## src/rtl/escalonador_acesso_pkg.sv

```systemverilog
`default_nettype none
// ============================================================================
// Module   : escalonador_acesso_pkg
// Brief    : Shared state encodings, device indices and pedido decoder.
// Revision : 1.0
// ============================================================================
package escalonador_acesso_pkg;

    localparam logic [1:0] c_ocioso    = 2'd0;
    localparam logic [1:0] c_concedido = 2'd1;
    localparam logic [1:0] c_intervalo = 2'd2;

    localparam int c_idx_tv    = 2;
    localparam int c_idx_pc    = 1;
    localparam int c_idx_alexa = 0;

    // Reduces a possibly non-one-hot pedido to one-hot, TV > PC > Alexa.
    function automatic logic [2:0] decodifica(input logic [2:0] p);
        logic [2:0] r;
        r = 3'b000;
        if (p[c_idx_tv])         r = 3'b100;
        else if (p[c_idx_pc])    r = 3'b010;
        else if (p[c_idx_alexa]) r = 3'b001;
        return r;
    endfunction

endpackage
`default_nettype wire

```

## src/rtl/escalonador_acesso_contador_saturado.sv

```systemverilog
`default_nettype none
// ============================================================================
// Module   : contador_saturado
// Brief    : Up-counter that holds at MAXIMO; clear has priority over inc.
// Revision : 1.0
// ============================================================================
module contador_saturado #(
    parameter int LARGURA = 8,
    parameter int MAXIMO  = 255
) (
    input  logic               clk,
    input  logic               rst,
    input  logic               i_inc,
    input  logic               i_clr,
    output logic [LARGURA-1:0] o_valor
);

    localparam logic [LARGURA-1:0] c_max = LARGURA'(MAXIMO);

    logic [LARGURA-1:0] r_valor;

    always_ff @(posedge clk or posedge rst) begin
        if (rst) begin
            r_valor <= '0;
        end else if (i_clr) begin
            r_valor <= '0;
        end else if (i_inc && (r_valor != c_max)) begin
            r_valor <= r_valor + LARGURA'(1);
        end
    end

    assign o_valor = r_valor;

endmodule
`default_nettype wire

```

## src/rtl/escalonador_acesso.sv

```systemverilog
`default_nettype none
// ============================================================================
// Module   : escalonador_acesso
// Brief    : Slot scheduler with starvation override and served counters.
// Revision : 1.0
// ============================================================================
module escalonador_acesso
    import escalonador_acesso_pkg::*;
#(
    parameter int FATIA      = 4,
    parameter int MAX_ESPERA = 16,
    parameter int LARG_CONT  = 8
) (
    input  logic                         clk,
    input  logic                         rst,
    input  logic [2:0]                   pedido,
    input  logic [2:0]                   pendente,
    output logic [2:0]                   concessao,
    output logic                         ocupado,
    output logic [$clog2(FATIA+1)-1:0]   fatia_rest,
    output logic                         forcado,
    output logic [LARG_CONT-1:0]         cont_tv,
    output logic [LARG_CONT-1:0]         cont_pc,
    output logic [LARG_CONT-1:0]         cont_alexa
);

    localparam int c_larg_fatia  = $clog2(FATIA+1);
    localparam int c_larg_espera = $clog2(MAX_ESPERA+1);
    localparam logic [c_larg_fatia-1:0]  c_fatia      = c_larg_fatia'(FATIA);
    localparam logic [c_larg_fatia-1:0]  c_um         = c_larg_fatia'(1);
    localparam logic [c_larg_espera-1:0] c_espera_max = c_larg_espera'(MAX_ESPERA);

    logic [1:0]               r_estado;
    logic [c_larg_espera-1:0] w_espera_pc;
    logic [c_larg_espera-1:0] w_espera_alexa;
    logic                     w_faminto_pc;
    logic                     w_faminto_alexa;
    logic [2:0]               w_vencedor;
    logic                     w_forca;
    logic                     w_inicia;
    logic                     w_fim;
    logic [LARG_CONT-1:0]     w_servidos [3];

    assign w_faminto_pc    = pendente[c_idx_pc]    && (w_espera_pc    == c_espera_max);
    assign w_faminto_alexa = pendente[c_idx_alexa] && (w_espera_alexa == c_espera_max);

    always_comb begin
        w_vencedor = 3'b000;
        w_forca    = 1'b0;
        if (w_faminto_pc) begin
            w_vencedor = 3'b010;
            w_forca    = 1'b1;
        end else if (w_faminto_alexa) begin
            w_vencedor = 3'b001;
            w_forca    = 1'b1;
        end else begin
            w_vencedor = decodifica(pedido);
        end
    end

    assign w_inicia = (r_estado != c_concedido) && (|w_vencedor);
    // Slot closes on its last cycle or as soon as the holder withdraws.
    assign w_fim    = (r_estado == c_concedido) &&
                      ((fatia_rest == c_um) || !(|(pendente & concessao)));

    always_ff @(posedge clk or posedge rst) begin
        if (rst) begin
            r_estado   <= c_ocioso;
            concessao  <= 3'b000;
            ocupado    <= 1'b0;
            fatia_rest <= '0;
            forcado    <= 1'b0;
        end else begin
            case (r_estado)
                c_ocioso, c_intervalo: begin
                    if (w_inicia) begin
                        r_estado   <= c_concedido;
                        concessao  <= w_vencedor;
                        ocupado    <= 1'b1;
                        fatia_rest <= c_fatia;
                        forcado    <= w_forca;
                    end else begin
                        r_estado   <= c_ocioso;
                        concessao  <= 3'b000;
                        ocupado    <= 1'b0;
                        fatia_rest <= '0;
                        forcado    <= 1'b0;
                    end
                end
                c_concedido: begin
                    if (w_fim) begin
                        r_estado   <= c_intervalo;
                        concessao  <= 3'b000;
                        ocupado    <= 1'b1;
                        fatia_rest <= '0;
                        forcado    <= 1'b0;
                    end else begin
                        fatia_rest <= fatia_rest - c_um;
                    end
                end
                default: begin
                    r_estado   <= c_ocioso;
                    concessao  <= 3'b000;
                    ocupado    <= 1'b0;
                    fatia_rest <= '0;
                    forcado    <= 1'b0;
                end
            endcase
        end
    end

    generate
        for (genvar i = 0; i < 3; i++) begin : g_servidos
            contador_saturado #(
                .LARGURA (LARG_CONT),
                .MAXIMO  ((1 << LARG_CONT) - 1)
            ) u_servido (
                .clk     (clk),
                .rst     (rst),
                .i_inc   (w_fim && concessao[i]),
                .i_clr   (1'b0),
                .o_valor (w_servidos[i])
            );
        end
    endgenerate

    assign cont_tv    = w_servidos[c_idx_tv];
    assign cont_pc    = w_servidos[c_idx_pc];
    assign cont_alexa = w_servidos[c_idx_alexa];

    // Waiting time restarts whenever the device is served or withdraws.
    contador_saturado #(
        .LARGURA (c_larg_espera),
        .MAXIMO  (MAX_ESPERA)
    ) u_espera_pc (
        .clk     (clk),
        .rst     (rst),
        .i_inc   (pendente[c_idx_pc] && !concessao[c_idx_pc]),
        .i_clr   (!pendente[c_idx_pc] || (w_inicia && w_vencedor[c_idx_pc])),
        .o_valor (w_espera_pc)
    );

    contador_saturado #(
        .LARGURA (c_larg_espera),
        .MAXIMO  (MAX_ESPERA)
    ) u_espera_alexa (
        .clk     (clk),
        .rst     (rst),
        .i_inc   (pendente[c_idx_alexa] && !concessao[c_idx_alexa]),
        .i_clr   (!pendente[c_idx_alexa] || (w_inicia && w_vencedor[c_idx_alexa])),
        .o_valor (w_espera_alexa)
    );

endmodule
`default_nettype wire

```

## config.mk

```make
export PLATFORM = sky130hd
export DESIGN_NAME = escalonador_acesso
export DESIGN_NICKNAME = d
export VERILOG_FILES = /design/src/rtl/escalonador_acesso_pkg.sv /design/src/rtl/escalonador_acesso_contador_saturado.sv /design/src/rtl/escalonador_acesso.sv
export SDC_FILE = /design/constraint.sdc
export NUM_CORES = 1
export LEC_CHECK = 0
export ABC_AREA = 1
export BUFFER_PORTS_ARGS = -buffer_cell sky130_fd_sc_hd__buf_2
export CAP_MARGIN = 20
export CORE_UTILIZATION = 45
export DETAILED_ROUTE_END_ITERATION = 8
export PLACE_DENSITY_LB_ADDON = 0.05
export RECOVER_POWER = 100
export SYNTH_ARGS = -nofsm -noshare
export SYNTH_HDL_FRONTEND = slang
export SYNTH_SLANG_ARGS = --single-unit
```

## constraint.sdc

```tcl
create_clock -name clk -period 1.53 [get_ports clk]
set_clock_uncertainty 0.15 [all_clocks]
set_input_delay 0.153 -clock clk [delete_from_list [all_inputs] [get_ports clk]]
set_output_delay 0.153 -clock clk [all_outputs]
set_load 0.1 [all_outputs]
```

Yosys cells after proc, flatten, opt, wreduce, memory -nomap -nowiden:

Index checks and enable logic that the tools add are counted.

* reductions and logical operators: 30
* equal/unequal tests: 12
* add/sub/neg operators: 6
* bitwise operators: 1
* mux-type cells: 26

Operators with widths (number)
* $add A8 B1 Y8 const B: 3
* $ne A8 B8 Y1 const B: 3
* $mux W3: 7
* $mux W5: 4
* $logic_and A1 B1 Y1: 16
* $pmux W3 S2: 2
* $add A5 B1 Y5 const B: 2
* $eq A5 B5 Y1 const B: 2
* $ne A5 B5 Y1 const B: 2
* $mux W1: 8
* $reduce_or A3 Y1: 2
* $logic_not A1 Y1: 5
* $mux W2: 2
* $pmux W1 S2: 2
* $pmux W2 S2: 1
* $reduce_bool A2 Y1: 2
* $and A3 B3 Y3: 1
* $eq A3 B1 Y1 const B: 1
* $logic_or A1 B1 Y1: 3
* $sub A3 B1 Y3 const B: 1
* $eq A2 B1 Y1 const B: 1
* $eq A2 B2 Y1 const B: 1
* $logic_not A2 Y1: 1
* $ne A2 B1 Y1 const B: 1
* 2 further kinds: 2

* logic and storage cells: 85
* register bits after elaboration: 44
* bits of input ports: 8

Depth between registers and ports, before layout:

* depth in word-level cells: 10
* mapped depth: 10
* gate-level depth less buffers: 10

Cells and area by module:

A second synthesis with hierarchy kept.

* cell total of the unflattened synthesis: 378
* area, all modules: 2817.7 um2

By module, submodules not included
* contador_saturado at g_servidos[0].u_servido ...: seq. area each 200.2 um2, cells each 69, area an instance 506.7 um2, times used 3
* contador_saturado at u_espera_alexa ...: seq. area each 125.1 um2, cells each 45, area an instance 344.1 um2, times used 2
* escalonador_acesso: seq. area each 250.2 um2, cells each 81, area an instance 609.3 um2, times used 1

Worst setup path after synthesis:

OpenSTA, ideal clock, no wires.

* kind: flip-flop to flip-flop
* start: register g_servidos[1].u_servido.r_valor[0]
* end: register g_servidos[1].u_servido.r_valor[0]
* library setup time: 0.164 ns
* path slack: -0.671 ns
* buffers on the path: 0
* data required time: 1.216 ns
* arrival time: 1.887 ns
* cell stages (with the launch flop): 6
* cell sequence: dfrtp_1 > ha_1 > nand4_1 > o21ai_2 > nor2_2 > xor2_1

* word-level cells in the longest chain between the ends: 2
* elaborated cells between the ends (all ways): 3
* classes of those cells: add/sub: 1; eq/ne: 1; reduce/logical: 1

Ends and longest elaborated chain
* start: declaration: line escalonador_acesso_contador_saturado.sv:20 `logic [LARGURA-1:0] r_valor;`
* start signal: assignment: line escalonador_acesso_contador_saturado.sv:28 `r_valor <= r_valor + LARGURA'(1);`
* branches (longest 2 deep; another with $add A8 B1 Y8)

Parallel ways; which one is timed is not known.
A chain may end at the register's enable or synchronous reset.

Final worst setup path:

* start: register fatia_rest[1]
* end: register g_servidos[2].u_servido.r_valor[5]

* word-level cells in the longest chain between the ends: 5

Ends and longest elaborated chain
* start: declaration: line escalonador_acesso.sv:20 `output logic [$clog2(FATIA+1)-1:0] fatia_rest,`
* start signal: assignment: line escalonador_acesso.sv:80 `fatia_rest <= c_fatia;`
* start signal: assignment: line escalonador_acesso.sv:98 `fatia_rest <= fatia_rest - c_um;`
* $eq A3 B1 Y1: line escalonador_acesso.sv:64 `((fatia_rest == c_um) || !(|(pendente & concessao)));`
* $logic_or A1 B1 Y1: line escalonador_acesso.sv:64
* $logic_and A1 B1 Y1: line escalonador_acesso.sv:63 `assign w_fim = (r_estado == c_concedido) &&`
* $logic_and A1 B1 Y1: line escalonador_acesso.sv:120 `.i_inc (w_fim && concessao[i]),`
* $logic_and A1 B1 Y1: line escalonador_acesso_contador_saturado.sv:27 `end else if (i_inc && (r_valor != c_max)) begin`
* end signal: assignment: line escalonador_acesso_contador_saturado.sv:28
* end: declaration: line escalonador_acesso_contador_saturado.sv:20

No other way between the ends.

==> reports/metrics.csv <==
metric,value,unit
Area Growth Syn to Fin,53.29,%
outcome,finished with violations,
worst-margin pin slew,0.6178,ns
Placed Cells,431,
crit path time final,1.600,ns
maximum root-to-sink buffer count,2,
Synth area leaders,"dfrtp_1 45%, nand2_1 14%, xor2_1 5.0%, nand3_1 4.9%, xnor2_1 4.7%",
Std-Cell Core Area,0.005172,mm^2
CP endpoint kind,flop,
Final ANT Viol Nets,0,
vias in the first global route,1926,
Mapped Cells,284,
die area,0.005703,mm^2
initial core utilization,47.02,%
Worst-Skew Late Latency,0.30,ns
path type of the worst setup path,reg -> reg,
TritonCTS Buffers,5,
top cell type's share of synthesized area,45.27,%
CTS tree,yes,
pins over their slew limit,0,
routed vias/inst,4.943,
Rows,26,
DR WL/cell,13.49,um
Final Hold Violating Endpoints,0,
clock root cell,clkbuf_8,
Synth Cell Area,0.002432,mm^2
HPWL Detailed,3.858,mm
GP Congestion,0.8218,
leakage,1.825,nW
failing checks,negative setup slack,
synth warn,0,
Hold WS,0.01415,ns
# setup viols final,30,
R2R Path Start,fatia_rest[1],
RSZ-0062 raised after global routing,yes,
startpoint types,flop,
initial antenna violation count,0,
hold_sp,pedido[2],
fin crit share,104.6,%
top achievable clock speed,624.9,MHz
maximum vdd drop,1.736,mV
CTS H-tree lvls,2,
R2R setup slack,-0.07,ns
CP arrival,1.67,ns
Worst Hold Depth,3,
residual DRC count,0,
overall die width,75.52,um
DR pass1 iterations,5,
Worst Slack Setup Final,-0.07026,ns
grt ovf,0,
Final Util,72.09,%
I/O pins,40,
first-iteration detailed-routing DRC count,105,
Worst-path clk slew,0.08,ns
Port Buffers,39,
final std cells w/o fill,456,
CP Max Fanout,7,
largest net degree at the start of global routing,45,
end of the worst register-to-register path,g_servidos[2].u_servido.o_valor[5],
post-synthesis sequential area ratio,45.27,%
Slew HR,58.82,%
register bit count reported by yosys,44,
first-pass GRT wire length,8.880,mm
total wire length,6.150,mm
"area leader, netlist",dfrtp_1,
clk sinks,44,
via count,2254,
Hold EP,concessao[2],
NumNets Final,402,
Final Total Pwr,5.964,mW
Pwr Density,1600,mW/mm^2
Max Cap Viol,0,
Tot GR Track Use,20.98,%
Post-Syn Nets,301,
Syn Area/Cell,8.565,um^2
height of the die,75.52,um
Crit path required time,1.60,ns
diode count,0,
Hold Crit Class,in -> reg,
r2r worst-path depth,10,
Yosys cell types,28,
share of layout cells above drive strength 1,52.85,%
[layout make-up]
type | instances | area (um^2)
Multi-Input combinational cell | 216 | 1544
Fill cell | 380 | 1444
Sequential cell | 44 | 1180
Timing Repair Buffer | 91 | 696.9
Inverter | 27 | 140.1
Tap cell | 70 | 87.58
Clock buffer | 8 | 80.08
[per-layer routing]
layer	vias to the layer above	wire length [um]	part of all wire, %	global-route usage (%)
met5	-	0	0	0
met3	14	172	2.8	3.439
met4	0	151	2.5	8.025
li1	1118	-	-	-
met1	1074	2903	47	30.39
met2	48	2922	48	31.65
[what timing repair did]
item,CTS,global route
gates resized for setup,35,55
endpoints found under the setup margin,34,43
cloned,1,4
hold buffers,1,0
buffers inserted,1,10
endpoints found under the hold margin,44,0
pin swaps,9,24
[critical path: stages (launching register included)]
cell	delay, ns
dfrtp_4	0.49
inv_4	0.07
ha_4	0.11
inv_2	0.03
o21ai_4	0.16
nand2_4	0.11
clkinv_8	0.12
nand2_8	0.08
clkinv_8	0.09
nand2_4	0.05
o21ai_2	0.06
[where the power goes]
group	internal (mW)	total (mW)	switching [mW]
logic	1.13	3.56	2.43
clock network	0.325	0.710	0.385
registers	1.48	1.70	0.212
total	2.94	5.96	3.02
[through the flow]
step | worst slack (ns) | cell area [um^2] | setup TNS [ns]
after floorplan | -0.2372 | 2572 | -4.154
after global placement | -0.09872 | 3224 | -0.4781
after detailed placement | -0.1168 | 3224 | -0.9012
after CTS | -0.05483 | 3450 | -0.6051
after global routing | -0.1266 | 3729 | -3.011
final | -0.07026 | 3729 | -0.8253
[cells in the final DEF (no fill, tap or decap), types with 2 or more instances in the layout]
cell	instances
buf_12	5
buf_2	22
buf_4	58
clkbuf_1	3
clkbuf_4	4
clkbuf_8	5
clkinv_8	2
dfrtp_1	13
dfrtp_2	15
dfrtp_4	16
ha_1	2
ha_4	6
inv_1	10
inv_2	10
inv_4	2
nand2_1	72
nand2_2	14
nand2_4	12
nand2_8	3
nand3_1	23
nand3_2	2
nand4_1	9
nor2_1	9
nor2_2	3
nor2_4	9
nor3_1	3
o21ai_1	6
o21ai_2	6
xnor2_1	13
xor2_1	14
[cell families (layout without fill, tap and decap cells)]
logic type / count (synthesis) / in the layout / share of synthesized area [%]
and+or+nand+nor: 157 / 161 / 30.20
DFF: 44 / 44 / 45.27
buffers and inverters: 29 / 126 / 5.041
xor gates and xnor gates: 28 / 28 / 10.39
AOI/OAI and AO/OA: 17 / 18 / 4.475
adders and majority gates: 9 / 9 / 4.630
[worst max-delay path by stage]
stage / start / endpoint / cells past startpoint / slack, ns
after global routing: fatia_rest[1] / g_servidos[2].u_servido.o_valor[0] / 8 / -0.13
after floorplan: fatia_rest[1] / g_servidos[0].u_servido.o_valor[0] / 9 / -0.24
after CTS: g_servidos[0].u_servido.o_valor[0] / g_servidos[0].u_servido.o_valor[5] / 8 / -0.05
after detailed placement: g_servidos[0].u_servido.o_valor[0] / g_servidos[0].u_servido.o_valor[5] / 8 / -0.12
after global placement: g_servidos[0].u_servido.o_valor[0] / g_servidos[0].u_servido.o_valor[3] / 8 / -0.1
final: fatia_rest[1] / g_servidos[2].u_servido.o_valor[5] / 10 / -0.07
[state kept, by name (all words and copies together) (netlist names)]
register	cells
g_servidos.u_servido.o_valor	24
u_espera_alexa.o_valor	5
u_espera_pc.o_valor	5
concessao	3
fatia_rest	3
r_estado	2
forcado	1
ocupado	1
[synthesized netlist by cell type]
cell      count
inv_1        23
nand4_1       9
inv_4         1
xor2_1       14
o21ai_1       6
nand3_1      24
nand2_4       5
o21ai_2       4
o22ai_1       1
o21ai_0       4
dfrtp_1      44
nor3_1        3
o211ai_2      1
buf_6         1
a21oi_1       1
buf_4         1
nand2_1      89
nor2_4        1
nand3_2       1
nand2_2       3
inv_2         3
nand4_2       1
nor2_1       17
ha_1          9
xnor2_1      13
nand3_4       1
xor2_2        1
nor2_2        3
No activity file was read; power rests on OpenSTA's default activity.
